File: src/rtl/bf_pkg.sv
// Purpose : shared Brainfuck opcode, ASCII and loader-state constants.
// Latency : none (constants and types only).
// Backpressure: none.
//
// Shared by the program loader and the machine control FSM so both ends of
// the program memory agree on the 4-bit opcode encoding.
// Contents:
//   OP_*      4-bit opcodes written into program memory (OP_STOP ends a program)
//   ASCII_*   source characters that map onto those opcodes
//   LD_*      loader FSM state codes
//   enc_t     result of classifying one source byte
package bf_pkg;

  // Program memory opcodes.
  localparam logic [3:0] OP_LT    = 4'h0;  // '<'
  localparam logic [3:0] OP_GT    = 4'h1;  // '>'
  localparam logic [3:0] OP_INC   = 4'h2;  // '+'
  localparam logic [3:0] OP_DEC   = 4'h3;  // '-'
  localparam logic [3:0] OP_LOOP  = 4'h4;  // '['
  localparam logic [3:0] OP_END   = 4'h5;  // ']'
  localparam logic [3:0] OP_OUT   = 4'h6;  // '.'
  localparam logic [3:0] OP_IN    = 4'h7;  // ','
  localparam logic [3:0] OP_STOP  = 4'hF;

  // ASCII source characters.
  localparam logic [7:0] ASCII_LT     = 8'h3C;
  localparam logic [7:0] ASCII_GT     = 8'h3E;
  localparam logic [7:0] ASCII_PLUS   = 8'h2B;
  localparam logic [7:0] ASCII_MINUS  = 8'h2D;
  localparam logic [7:0] ASCII_LBRACK = 8'h5B;
  localparam logic [7:0] ASCII_RBRACK = 8'h5D;
  localparam logic [7:0] ASCII_DOT    = 8'h2E;
  localparam logic [7:0] ASCII_COMMA  = 8'h2C;

  // Loader FSM state codes.
  localparam logic [2:0] LD_IDLE = 3'd0;
  localparam logic [2:0] LD_LOAD = 3'd1;
  localparam logic [2:0] LD_TERM = 3'd2;
  localparam logic [2:0] LD_DONE = 3'd3;
  localparam logic [2:0] LD_ERR  = 3'd4;

  // Classification of one source byte.
  typedef struct packed {
    logic       is_cmd;  // byte is one of the eight commands
    logic [3:0] opcode;  // valid only when is_cmd
  } enc_t;

endpackage

File: src/rtl/bf_char_encoder.sv
// Purpose : map one ASCII source byte onto a program-memory opcode.
// Latency : combinational, zero cycles.
// Backpressure: none; pure function of char_data.
//
// Ports:
//   char_data  in   8   ASCII source byte
//   enc        out  5   {is_cmd, opcode}; non-command bytes give is_cmd=0
module bf_char_encoder
  import bf_pkg::*;
(
  input  logic [7:0] char_data,
  output enc_t       enc
);

  always_comb begin
    enc.is_cmd = 1'b1;
    enc.opcode = OP_STOP;
    case (char_data)
      ASCII_LT:     enc.opcode = OP_LT;
      ASCII_GT:     enc.opcode = OP_GT;
      ASCII_PLUS:   enc.opcode = OP_INC;
      ASCII_MINUS:  enc.opcode = OP_DEC;
      ASCII_LBRACK: enc.opcode = OP_LOOP;
      ASCII_RBRACK: enc.opcode = OP_END;
      ASCII_DOT:    enc.opcode = OP_OUT;
      ASCII_COMMA:  enc.opcode = OP_IN;
      // Whitespace and comment text are accepted but never written.
      default:      enc.is_cmd = 1'b0;
    endcase
  end

endmodule

File: src/rtl/bf_program_loader.sv
// Purpose : load an ASCII Brainfuck byte stream into program memory as opcodes, ending with stop.
// Latency : an accepted command byte is written one cycle later; stop follows on the next cycle.
// Backpressure: char_ready is high only in LOAD and drops in a cycle that carries load_start.
//
// Optional build macro: BF_BRACKET_CHECK_EN enables bracket depth tracking and err_unbal.
// Ports:
//   clk, reset          clock; synchronous active-high reset
//   load_start          pulse: restart loading at address 0
//   char_valid/_data/_last/char_ready   source byte stream (valid/ready)
//   prog_we/_addr/_din  program memory write port (one pulse per opcode)
//   machine_hold        keeps the machine in reset while loading or after an error
//   done                program plus stop written
//   err_full            program did not fit with its stop opcode
//   err_unbal           unbalanced brackets (always 0 without BF_BRACKET_CHECK_EN)
//   prog_len            opcodes written, excluding stop
module bf_program_loader
  import bf_pkg::*;
#(
  parameter int unsigned ADDR_W = 8,
  parameter int unsigned NEST_W = 8
) (
  input  logic              clk,
  input  logic              reset,
  input  logic              load_start,
  input  logic              char_valid,
  input  logic [7:0]        char_data,
  input  logic              char_last,
  output logic              char_ready,
  output logic              prog_we,
  output logic [ADDR_W-1:0] prog_addr,
  output logic [3:0]        prog_din,
  output logic              machine_hold,
  output logic              done,
  output logic              err_full,
  output logic              err_unbal,
  output logic [ADDR_W-1:0] prog_len
);

  // Highest address; reserved for the stop opcode.
  localparam logic [ADDR_W-1:0] LAST_SLOT = {ADDR_W{1'b1}};

  logic [2:0]        state_q,     state_d;
  logic [ADDR_W-1:0] wr_ptr_q,    wr_ptr_d;
  logic              prog_we_q,   prog_we_d;
  logic [ADDR_W-1:0] prog_addr_q, prog_addr_d;
  logic [3:0]        prog_din_q,  prog_din_d;
  logic              done_q,      done_d;
  logic              err_full_q,  err_full_d;
  logic [ADDR_W-1:0] prog_len_q,  prog_len_d;

  enc_t enc;
  logic restart;        // load_start honoured this cycle
  logic accept;         // byte handshake completes this cycle
  logic full_fault;     // command byte would overwrite the stop slot
  logic bracket_fault;  // accepted byte breaks bracket balance

  bf_char_encoder u_enc (
    .char_data (char_data),
    .enc       (enc)
  );

  // TERM lasts a single cycle and always completes its stop write, so a
  // load_start landing there is ignored.
  assign restart    = load_start && (state_q != LD_TERM);
  assign char_ready = (state_q == LD_LOAD) && !load_start;
  assign accept     = char_ready && char_valid;
  assign full_fault = accept && enc.is_cmd && (wr_ptr_q == LAST_SLOT);

`ifdef BF_BRACKET_CHECK_EN
  logic [NEST_W-1:0] depth_q, depth_d;
  logic              err_unbal_q, err_unbal_d;

  always_comb begin
    depth_d       = depth_q;
    bracket_fault = 1'b0;
    if (restart) begin
      depth_d = '0;
    end else if (accept) begin
      if (enc.is_cmd && enc.opcode == OP_LOOP) begin
        if (depth_q == '1) bracket_fault = 1'b1;
        else               depth_d = depth_q + NEST_W'(1);
      end else if (enc.is_cmd && enc.opcode == OP_END) begin
        if (depth_q == '0) bracket_fault = 1'b1;
        else               depth_d = depth_q - NEST_W'(1);
      end
      // An open loop at the end of the source is fatal; the final byte is
      // then not written either, so no write pulse ever overlaps ERR.
      if (char_last && !bracket_fault && depth_d != '0) bracket_fault = 1'b1;
    end
  end

  always_comb begin
    err_unbal_d = err_unbal_q;
    if (restart) begin
      err_unbal_d = 1'b0;
    end else if (accept && bracket_fault && !full_fault) begin
      err_unbal_d = 1'b1;
    end
  end

  always_ff @(posedge clk) begin
    if (reset) begin
      depth_q     <= '0;
      err_unbal_q <= 1'b0;
    end else begin
      depth_q     <= depth_d;
      err_unbal_q <= err_unbal_d;
    end
  end

  assign err_unbal = err_unbal_q;
`else
  // Brackets are ordinary opcodes here; no depth is tracked.
  assign bracket_fault = 1'b0;
  assign err_unbal     = 1'b0;
`endif

  always_comb begin
    state_d     = state_q;
    wr_ptr_d    = wr_ptr_q;
    prog_we_d   = 1'b0;
    prog_addr_d = prog_addr_q;
    prog_din_d  = prog_din_q;
    done_d      = done_q;
    err_full_d  = err_full_q;
    prog_len_d  = prog_len_q;

    if (restart) begin
      // A byte presented alongside load_start is not accepted.
      state_d    = LD_LOAD;
      wr_ptr_d   = '0;
      done_d     = 1'b0;
      err_full_d = 1'b0;
      prog_len_d = '0;
    end else begin
      case (state_q)
        LD_LOAD: begin
          if (accept) begin
            if (full_fault) begin
              state_d    = LD_ERR;
              err_full_d = 1'b1;
            end else if (bracket_fault) begin
              state_d = LD_ERR;
            end else begin
              if (enc.is_cmd) begin
                prog_we_d   = 1'b1;
                prog_addr_d = wr_ptr_q;
                prog_din_d  = enc.opcode;
                wr_ptr_d    = wr_ptr_q + ADDR_W'(1);
              end
              if (char_last) state_d = LD_TERM;
            end
          end
        end
        LD_TERM: begin
          // wr_ptr never exceeds LAST_SLOT here, so stop always fits.
          prog_we_d   = 1'b1;
          prog_addr_d = wr_ptr_q;
          prog_din_d  = OP_STOP;
          prog_len_d  = wr_ptr_q;
          done_d      = 1'b1;
          state_d     = LD_DONE;
        end
        LD_IDLE, LD_DONE, LD_ERR: ;
        default: state_d = LD_IDLE;
      endcase
    end
  end

  always_ff @(posedge clk) begin
    if (reset) begin
      state_q     <= LD_IDLE;
      wr_ptr_q    <= '0;
      prog_we_q   <= 1'b0;
      prog_addr_q <= '0;
      prog_din_q  <= '0;
      done_q      <= 1'b0;
      err_full_q  <= 1'b0;
      prog_len_q  <= '0;
    end else begin
      state_q     <= state_d;
      wr_ptr_q    <= wr_ptr_d;
      prog_we_q   <= prog_we_d;
      prog_addr_q <= prog_addr_d;
      prog_din_q  <= prog_din_d;
      done_q      <= done_d;
      err_full_q  <= err_full_d;
      prog_len_q  <= prog_len_d;
    end
  end

  // An erroneous program stays held so the machine never executes it.
  assign machine_hold = (state_q == LD_LOAD) || (state_q == LD_TERM) || (state_q == LD_ERR);
  assign prog_we      = prog_we_q;
  assign prog_addr    = prog_addr_q;
  assign prog_din     = prog_din_q;
  assign done         = done_q;
  assign err_full     = err_full_q;
  assign prog_len     = prog_len_q;

endmodule

File: config.mk
export PLATFORM = sky130hd
export DESIGN_NAME = bf_program_loader
export DESIGN_NICKNAME = d
export VERILOG_FILES = /design/src/rtl/bf_pkg.sv /design/src/rtl/bf_char_encoder.sv /design/src/rtl/bf_program_loader.sv
export SDC_FILE = /design/constraint.sdc
export NUM_CORES = 1
export LEC_CHECK = 0
export ABC_CLOCK_PERIOD_IN_PS = 4300
export BUFFER_PORTS_ARGS = -buffer_cell sky130_fd_sc_hd__buf_2
export CORE_ASPECT_RATIO = 0.9
export CORE_MARGIN = 3
export CORE_UTILIZATION = 56
export CTS_CLUSTER_SIZE = 16
export DETAILED_ROUTE_END_ITERATION = 12
export PLACE_DENSITY = 0.89
export SYNTH_ARGS = -nofsm -noshare
export SYNTH_HDL_FRONTEND = slang
export SYNTH_HIERARCHICAL = 1
export SYNTH_SLANG_ARGS = --single-unit
export TNS_END_PERCENT = 5
File: constraint.sdc
create_clock -name clk -period 4.3 [get_ports clk]
set_clock_uncertainty 0.05 [all_clocks]
set_input_delay 0.645 -clock clk [delete_from_list [all_inputs] [get_ports clk]]
set_output_delay 0.645 -clock clk [all_outputs]
set_load 0.05 [all_outputs]
== Word-level counts from Yosys, hierarchy flattened ==
Cells that the tools add are included.

* Output and inout bits: 26
* Word-level logic and storage cells: 71
* Bits of input ports: 13
* Flip-flop bits (word level): 34

* $add $sub $neg: 1
* Reduce and logical (&&, ||, !) cells: 18
* Eq/ne operators: 21
* Bitwise operators: 3
* Muxes and demuxes: 19

{| class="wikitable"
|+ Operators by type and width
! kind !! count
|-
| 8-bit by 6-bit == test with 1-bit output (second input constant) || 6
|-
| 4-bit case mux with 8 select lines || 1
|-
| 8-bit two-way mux || 3
|-
| 8-bit by 7-bit == test with 1-bit output (second input constant) || 2
|-
| 8-bit case mux with 2 select lines || 1
|-
| 4-bit two-way mux || 3
|-
| 3-bit two-way mux || 3
|-
| 3-bit case mux with 3 select lines || 1
|-
| 3-bit AND reduction || 3
|-
| 8-bit by 1-bit adder with 8-bit output (second input constant) || 1
|-
| 8-bit == test (second input constant) || 1
|-
| 2-bit != test (second input constant) || 4
|-
| 4-bit case mux with 2 select lines || 1
|-
| 8-bit OR reduction || 1
|-
| 3-bit by 2-bit == test with 1-bit output (second input constant) || 2
|-
| 3-bit != test (second input constant) || 2
|-
| 1-bit logical AND || 5
|-
| 1-bit two-way mux || 5
|-
| 5-bit AND reduction || 1
|-
| 4-bit != test (second input constant) || 1
|-
| 4-bit AND reduction || 1
|-
| 3-bit by 1-bit == test with 1-bit output (second input constant) || 1
|-
| 3-bit == test (second input constant) || 1
|-
| 3-bit zero test || 1
|-
| 8 further kinds || 11
|}

== Depth between registers and ports, before layout ==
Gate-level depths: netlist of run 1.

* Depth after elaboration: 9
* Gate-level depth with buffers: 10
* Depth with buffers taken out: 8

== Modules after synthesis ==
The synthesis of run 1 kept the hierarchy.

{| class="wikitable"
|+ Modules (own cells, without submodules)
! module !! cells an instance !! instances !! area each (um^2)
|-
| bf_program_loader || 170 || 1 || 1430.1
|-
| bf_char_encoder || 23 || 1 || 167.7
|}

== Worst setup path after synthesis of run 1 ==
Ideal clock, no wire load.

* Path kind: input -> register
* Start point: input port char_data[4]
* End point: register prog_addr_q[0] (netlist: prog_addr[0])
* Cell stages on the path: 10
* Arrival: 2.317 ns
* Path buffers: 2
* Slack: 1.817 ns
* Data required time: 4.134 ns
* Cells stage by stage: buf_2 > nor4b_2 > o2111a_1 > nor2_1 > inv_1 > nor3b_1 > o211ai_1 > and2_1 > buf_2 > a31o_2

{| class="wikitable"
|+ RTL lines
! element !! RTL line !! source
|-
| start: declaration || bf_program_loader.sv:26 || <nowiki>input logic [7:0] char_data,</nowiki>
|-
| end signal: assignment || bf_program_loader.sv:184 || <nowiki>prog_addr_q <= prog_addr_d;</nowiki>
|-
| end: declaration || bf_program_loader.sv:45 || <nowiki>logic [ADDR_W-1:0] prog_addr_q, prog_addr_d;</nowiki>
|}

==> results of run 1 <==
[logic make-up (layout without fill, tap and decap cells)]
family	after synthesis	count (layout)	synth area share [%]
AOI/OAI and AO/OA	49	49	20.5
xor gates and xnor gates	5	5	2.74
adders and majority gates	1	1	0.783
buffers and inverters	20	52	5.95
DFF	34	34	42.6
muxes	3	3	1.96
other	1	1	0.235
and+or+nand+nor	80	80	25.2
[path summary, 6_finish.rpt]
| path | to | cells after the start | from | slack, ns |
|---|---|---|---|---|
| setup / recovery | prog_addr[1] | 10 | char_data[7] | 1.87 |
| hold / removal | prog_len[2] | 2 | prog_len[2] | 0.41 |
| setup reg to reg | wr_ptr_q[5] | 4 | state_q[1] | 1.93 |
| hold reg to reg | prog_len[2] | 2 | prog_len[2] | 0.41 |
[layer usage]
| layer | GRT usage [%] | wire length (um) |
|---|---|---|
| met1 | 24.8 | 1540 |
| met4 | 9.12 | 55 |
| met3 | 7.00 | 286 |
| met5 | 0 | 0 |
| met2 | 31.3 | 1390 |
[report_power, final]
group          switching, uW  internal, uW
Combinational           29.6          14.2
Clock                   99.2          79.2
Sequential              2.06           316
[registers in the layout, indices dropped and copies added, names as in the netlist]
name       flops
done           1
err_full       1
prog_addr      8
prog_din       4
prog_len       8
prog_we        1
state_q        3
wr_ptr_q       8
[cell type report]
cell class	count	area share, %
multi-input combinational	139	44.9
tap	38	2.60
inverter	5	1.03
clock buffer	7	3.01
sequential	34	37.2
timing repair buffer	39	10.9
clock inverter	1	0.274
[per-stage QoR]
stage | util, % | std cells | worst slack (ns)
3_3_place_gp | 68.7 | 255 | 1.62
5_1_grt | 71.1 | 263 | 1.74
2_1_floorplan | - | 193 | 1.82
4_1_cts | 71.1 | 263 | 1.87
3_5_place_dp | 68.7 | 255 | 1.52
6_report | 71.1 | 263 | 1.87
[critical path: stages]
cell and delay (ns):
buf_2 0.13, nor4bb_1 0.26, o2111a_1 0.24, nor2_1 0.07
inv_1 0.08, nor3b_1 0.27, o211ai_1 0.13, buf_4 0.23
and2_1 0.27, a31o_2 0.28
[placed cells by master, fill, tap and decap left out, types with 3 or more instances in the layout]
cell type	n
nand3b_1	3
nor3_1	3
inv_1	5
a21oi_1	21
nor2_1	20
buf_2	37
nand2_1	30
clkbuf_4	5
or4_1	3
o31ai_1	3
a211oi_1	5
dfxtp_1	34
a31o_2	7
nand4_1	4
xor2_1	3
==> results.toml, run 1 <==
[routing]
wire_per_inst_um = 12.4
wirelength_mm = 3.27
vias = 1470
first_iter_violations = 65
drc_errors = 0
ant_nets = 0
firstDrtPassIters = 4
viasPerCell = 5.59

[synthesis]
synth.ff_latch_count = 34
yosysTopAreaCell = "dfxtp_1"
synth_fp_nets = 207
synth_area_leaders = "dfxtp_1 43%, nand2_1 7.0%, a21oi_1 6.6%"
yosysMostFrequentCell = "dfxtp_1"
syn-cell-area_um2 = 1600
yosys_most_used_dff = "dfxtp_1"
async_flop_share_pct = 0
synth_area_per_cell_um2 = 8.28
synth_cells = 193
synth_edf_count = 0
synth_warnings = 6
ys_seq_area_share_pct = 42.6
yosysUniqueCellTypes = 46
synth.top_cell.area_share_pct = 42.6
ys_top_cells_by_count = "34 x dfxtp_1, 30 x nand2_1, 21 x a21oi_1"

[cts]
htreeDepth = 2
clk_pin_slew_worst_paths_ns = 0.10
cts_buffers = 5
cts-root-buf = "clkbuf_4"
ctsResizeCount = 0
postCtsHoldBufs = 0
tritoncts = "done"
postCtsSetupRepairBufs = 0
clk_latency_ns = 0.33
clock-sinks = 34
clk_path_buf_depth = 2

[layout]
fin_area_um2 = 1830
diodes = 0
ff_latch_area_um2 = 681
fill_cells = 230
drive_gt1_share_pct = 25.3
syn_to_final_growth_pct = 14.5
nNetsFinal = 238
multi_input_area_um2 = 822

[die]
fp.dieArea_um2 = 3530
start_util_pct = 62.1
die_h_um = 56.7
die_w_um = 62.3
num_rows = 17
ioPinCount = 39
coreArea_um2 = 2570

[setup_path]
worstSetupStartpointType = "input pin"
crit_type = "in2reg"
crit_path_max_fanout = 25
crit_required_ns = 4.47
cp-end-kind = "flop"
worstPathArrival_ns = 2.60

[sta]
hold_viol = 0
rsz0062_at_grt = "no"
max-slew-margin-rel_pct = 57.1
final-setup-viol-count = 0
finalSetupTns_ns = 0
timing.fmax_mhz = 412
post-route-period-util_pct = 56.5
slew_violations = 0
fin_crit_ns = 2.43
holdWs_ns = 0.405
tightest_slew_ns = 0.644

[place]
gp_congestion = 0.843
portBuffers = 37
dpl-instance-area_um2 = 1770
hpwl_mm = 2.43

[pwr]
p_total_uw = 540
power.leakage_uw = 0.000734
power.density_cell_area_nw_per_um2 = 295
vdd_drop_max_uv = 240

[grt]
grt_pass1_vias = 1339
antenna_found_initial = 0
track_usage_pct = 20.0
overflow = 0
grt_max_degree = 26
grt_pass1_wl_mm = 5.69

[outcome]
status = "complete, no violations"

[worst_hold_path]
holdCritPathClass = "reg2reg"

[job]
maxCapViolCount = 0
Note: power is estimated with default switching activity, not from simulation.
==> run 2: changes to the inputs <==
ABC_CLOCK_PERIOD_IN_PS = 2200   (was 4300)
CORE_UTILIZATION = 47   (was 56)
PLACE_DENSITY = 0.8   (was 0.89)
clock period = 2.2 ns   (was 4.3 ns; I/O delays follow)
==> run 2 against run 1 <==
Compared with the run above:
- final cell count up 8.7%
- sequential share of layout area down 3.4 points
- worst hold slack worse by 0.12 ns
- clock-buffer cell count unchanged
- clock power rose to 2.7 times the previous value
- global-route usage down 0.98 points
- flip-flop and latch count unchanged
- critical path depth unchanged
- design area up 10%
- sequential power up 96%
==> results.toml, run 2 (synthesis gave the netlist of run 1 again) <==
[routing]
drc_errors = 0
wirelength_mm = 3.60
ant_nets = 0
first_iter_violations = 67
wire_per_inst_um = 12.6
vias = 1539
firstDrtPassIters = 4
viasPerCell = 5.38

[cts]
postCtsSetupRepairBufs = 0
tritoncts = "done"
clk_path_buf_depth = 2
clk_latency_ns = 0.29
cts-root-buf = "clkbuf_8"
htreeDepth = 2
clock-sinks = 34
cts_buffers = 5
clk_pin_slew_worst_paths_ns = 0.07

[layout]
final_util_pct = 63.7
stdcell_count = 286
diodes = 0
layout_commonest_cell = "buf_2"
fill_cells = 267
drive_gt1_share_pct = 31.6
nNetsFinal = 257
final_cell_mix = "37 x buf_2, 34 x dfxtp_1, 30 x nand2_1"
syn_to_final_growth_pct = 26.0

[sta]
timing.fmax_mhz = 503
post-route-period-util_pct = 90.4
tightest_slew_ns = 0.598
fin_crit_ns = 1.99
rsz0062_at_grt = "no"
setup_slack_ns = 0.211
max-slew-margin-rel_pct = 60.0
final-setup-viol-count = 0
slew_violations = 0
hold_viol = 0
holdWs_ns = 0.290

[grt]
grt_use_met2_pct = 26.8
use_met3_pct = 5.84
overflow = 0
use_met1_pct = 26.0
grt_max_degree = 21
busiest_layer = "met2"
grt_pass1_wl_mm = 5.84
antenna_found_initial = 0
grt_pass1_vias = 1347
track_usage_pct = 19.0

[setup_path]
r2r_start = "wr_ptr_q[1]"
r2r_cells = 6
cp-end-kind = "flop"
crit_required_ns = 2.33
crit_path_max_fanout = 9
worstPathArrival_ns = 2.12
worstSetupStartpointType = "input pin"
crit_chain = "buf_2 > nor4bb_1 > o2111a_1 > nor2_1 > inv_1 > nor3b_2 > o211ai_1 > buf_4 > and2_1 > a31o_2"
cpPeakStageDelay_ns = 0.28
rr_endpoint = "prog_addr[2]"
crit_type = "in2reg"
critPathBufInv = 3
crit_path_top_delay_cell = "a31o_2"
path_delay_family = "simple AND/OR/NAND/NOR gates"
reg2reg_setup_slack_ns = 0.40

[worst_hold_path]
holdCritStartpoint = "reset"
holdPathStages = 2
holdCritPathClass = "in2reg"
worstHoldEndpoint = "prog_din[2]"

[job]
maxCapViolCount = 0

[outcome]
status = "complete, no violations"

[pwr]
seqPwrFrac_pct = 51.9
vdd_drop_max_uv = 402
swShare_pct = 24.0
clock_power_share_pct = 39.5
p_comb_share_pct = 8.5
internal-power_uw = 911
power.density_cell_area_nw_per_um2 = 595
power.leakage_uw = 0.000840
power_switching_uw = 287

[die]
die_h_um = 61.3
start_util_pct = 50.5
coreArea_um2 = 3160
die_w_um = 67.5
num_rows = 19
ioPinCount = 39
fp.dieArea_um2 = 4140

[place]
gp_congestion = 0.834
pre_cts_ws_ns = -0.157
place_inst = 278
portBuffers = 37
hpwl_mm = 2.59
==> run 2: worst reg2reg max path: cells and delay by family (launching register included) <==
family                   cells  cell delay, ns
adder cells (fa/ha/maj)      1            0.24
buffers and inverters        1            0.17
flip-flops                   1            0.45
AO/OA/AOI/OAI                2            0.39
AND/OR/NAND/NOR              2            0.46
==> run 2: stage by stage <==
stage,area [um^2],total power [uW],TNS (ns)
finish,2010,1200,0
detailed placement,1920,738,-1.51
global route,2010,1240,0
global placement,1920,737,-0.760
floorplan,1600,696,0
CTS,2010,1210,0
==> run 2: timing repair <==
action	in CTS	in global routing
setup endpoints to repair	0	9
resized for setup	0	1
hold buffers	0	0
==> run 2: layout make-up <==
type / instances / area, um^2 / area share [%]
clock buffer: 7 / 86.3 / 4.29
clock inverter: 1 / 5.00 / 0.249
inverter: 5 / 18.8 / 0.932
multi-input combinational: 139 / 827 / 41.1
sequential: 34 / 681 / 33.8
tap: 42 / 52.6 / 2.61
timing repair buffer: 58 / 343 / 17.0
==> run 2: power groups by stage <==
| stage | Clock (uW) | Sequential, uW | Combinational (uW) |
|---|---|---|---|
| final | 474 | 622 | 102 |
| after CTS | 483 | 622 | 102 |
| after global placement | 0 | 636 | 101 |
| after floorplan | 0 | 637 | 59.5 |
| after detailed placement | 0 | 636 | 102 |
| after global routing | 501 | 623 | 112 |
==> run 2: how the worst max path moves through the flow <==
stage | cells past startpoint | startpoint | endpoint | slack, ns
floorplan | 10 | char_data[4] | prog_addr[0] | 0.03
global placement | 10 | char_data[6] | prog_addr[0] | -0.09
detailed placement | 10 | char_data[6] | prog_addr[1] | -0.16
CTS | 10 | char_data[6] | prog_addr[7] | 0.15
global route | 10 | char_data[6] | prog_addr[7] | 0.08
finish | 10 | char_data[6] | prog_addr[2] | 0.21
==> run 2: layer usage <==
| metal | part of all wire (%) | vias to the layer above |
|---|---|---|
| li1 | - | 784 |
| met5 | 0 | - |
| met3 | 6.2 | 6 |
| met1 | 50 | 709 |
| met2 | 42 | 40 |
| met4 | 1.8 | 0 |
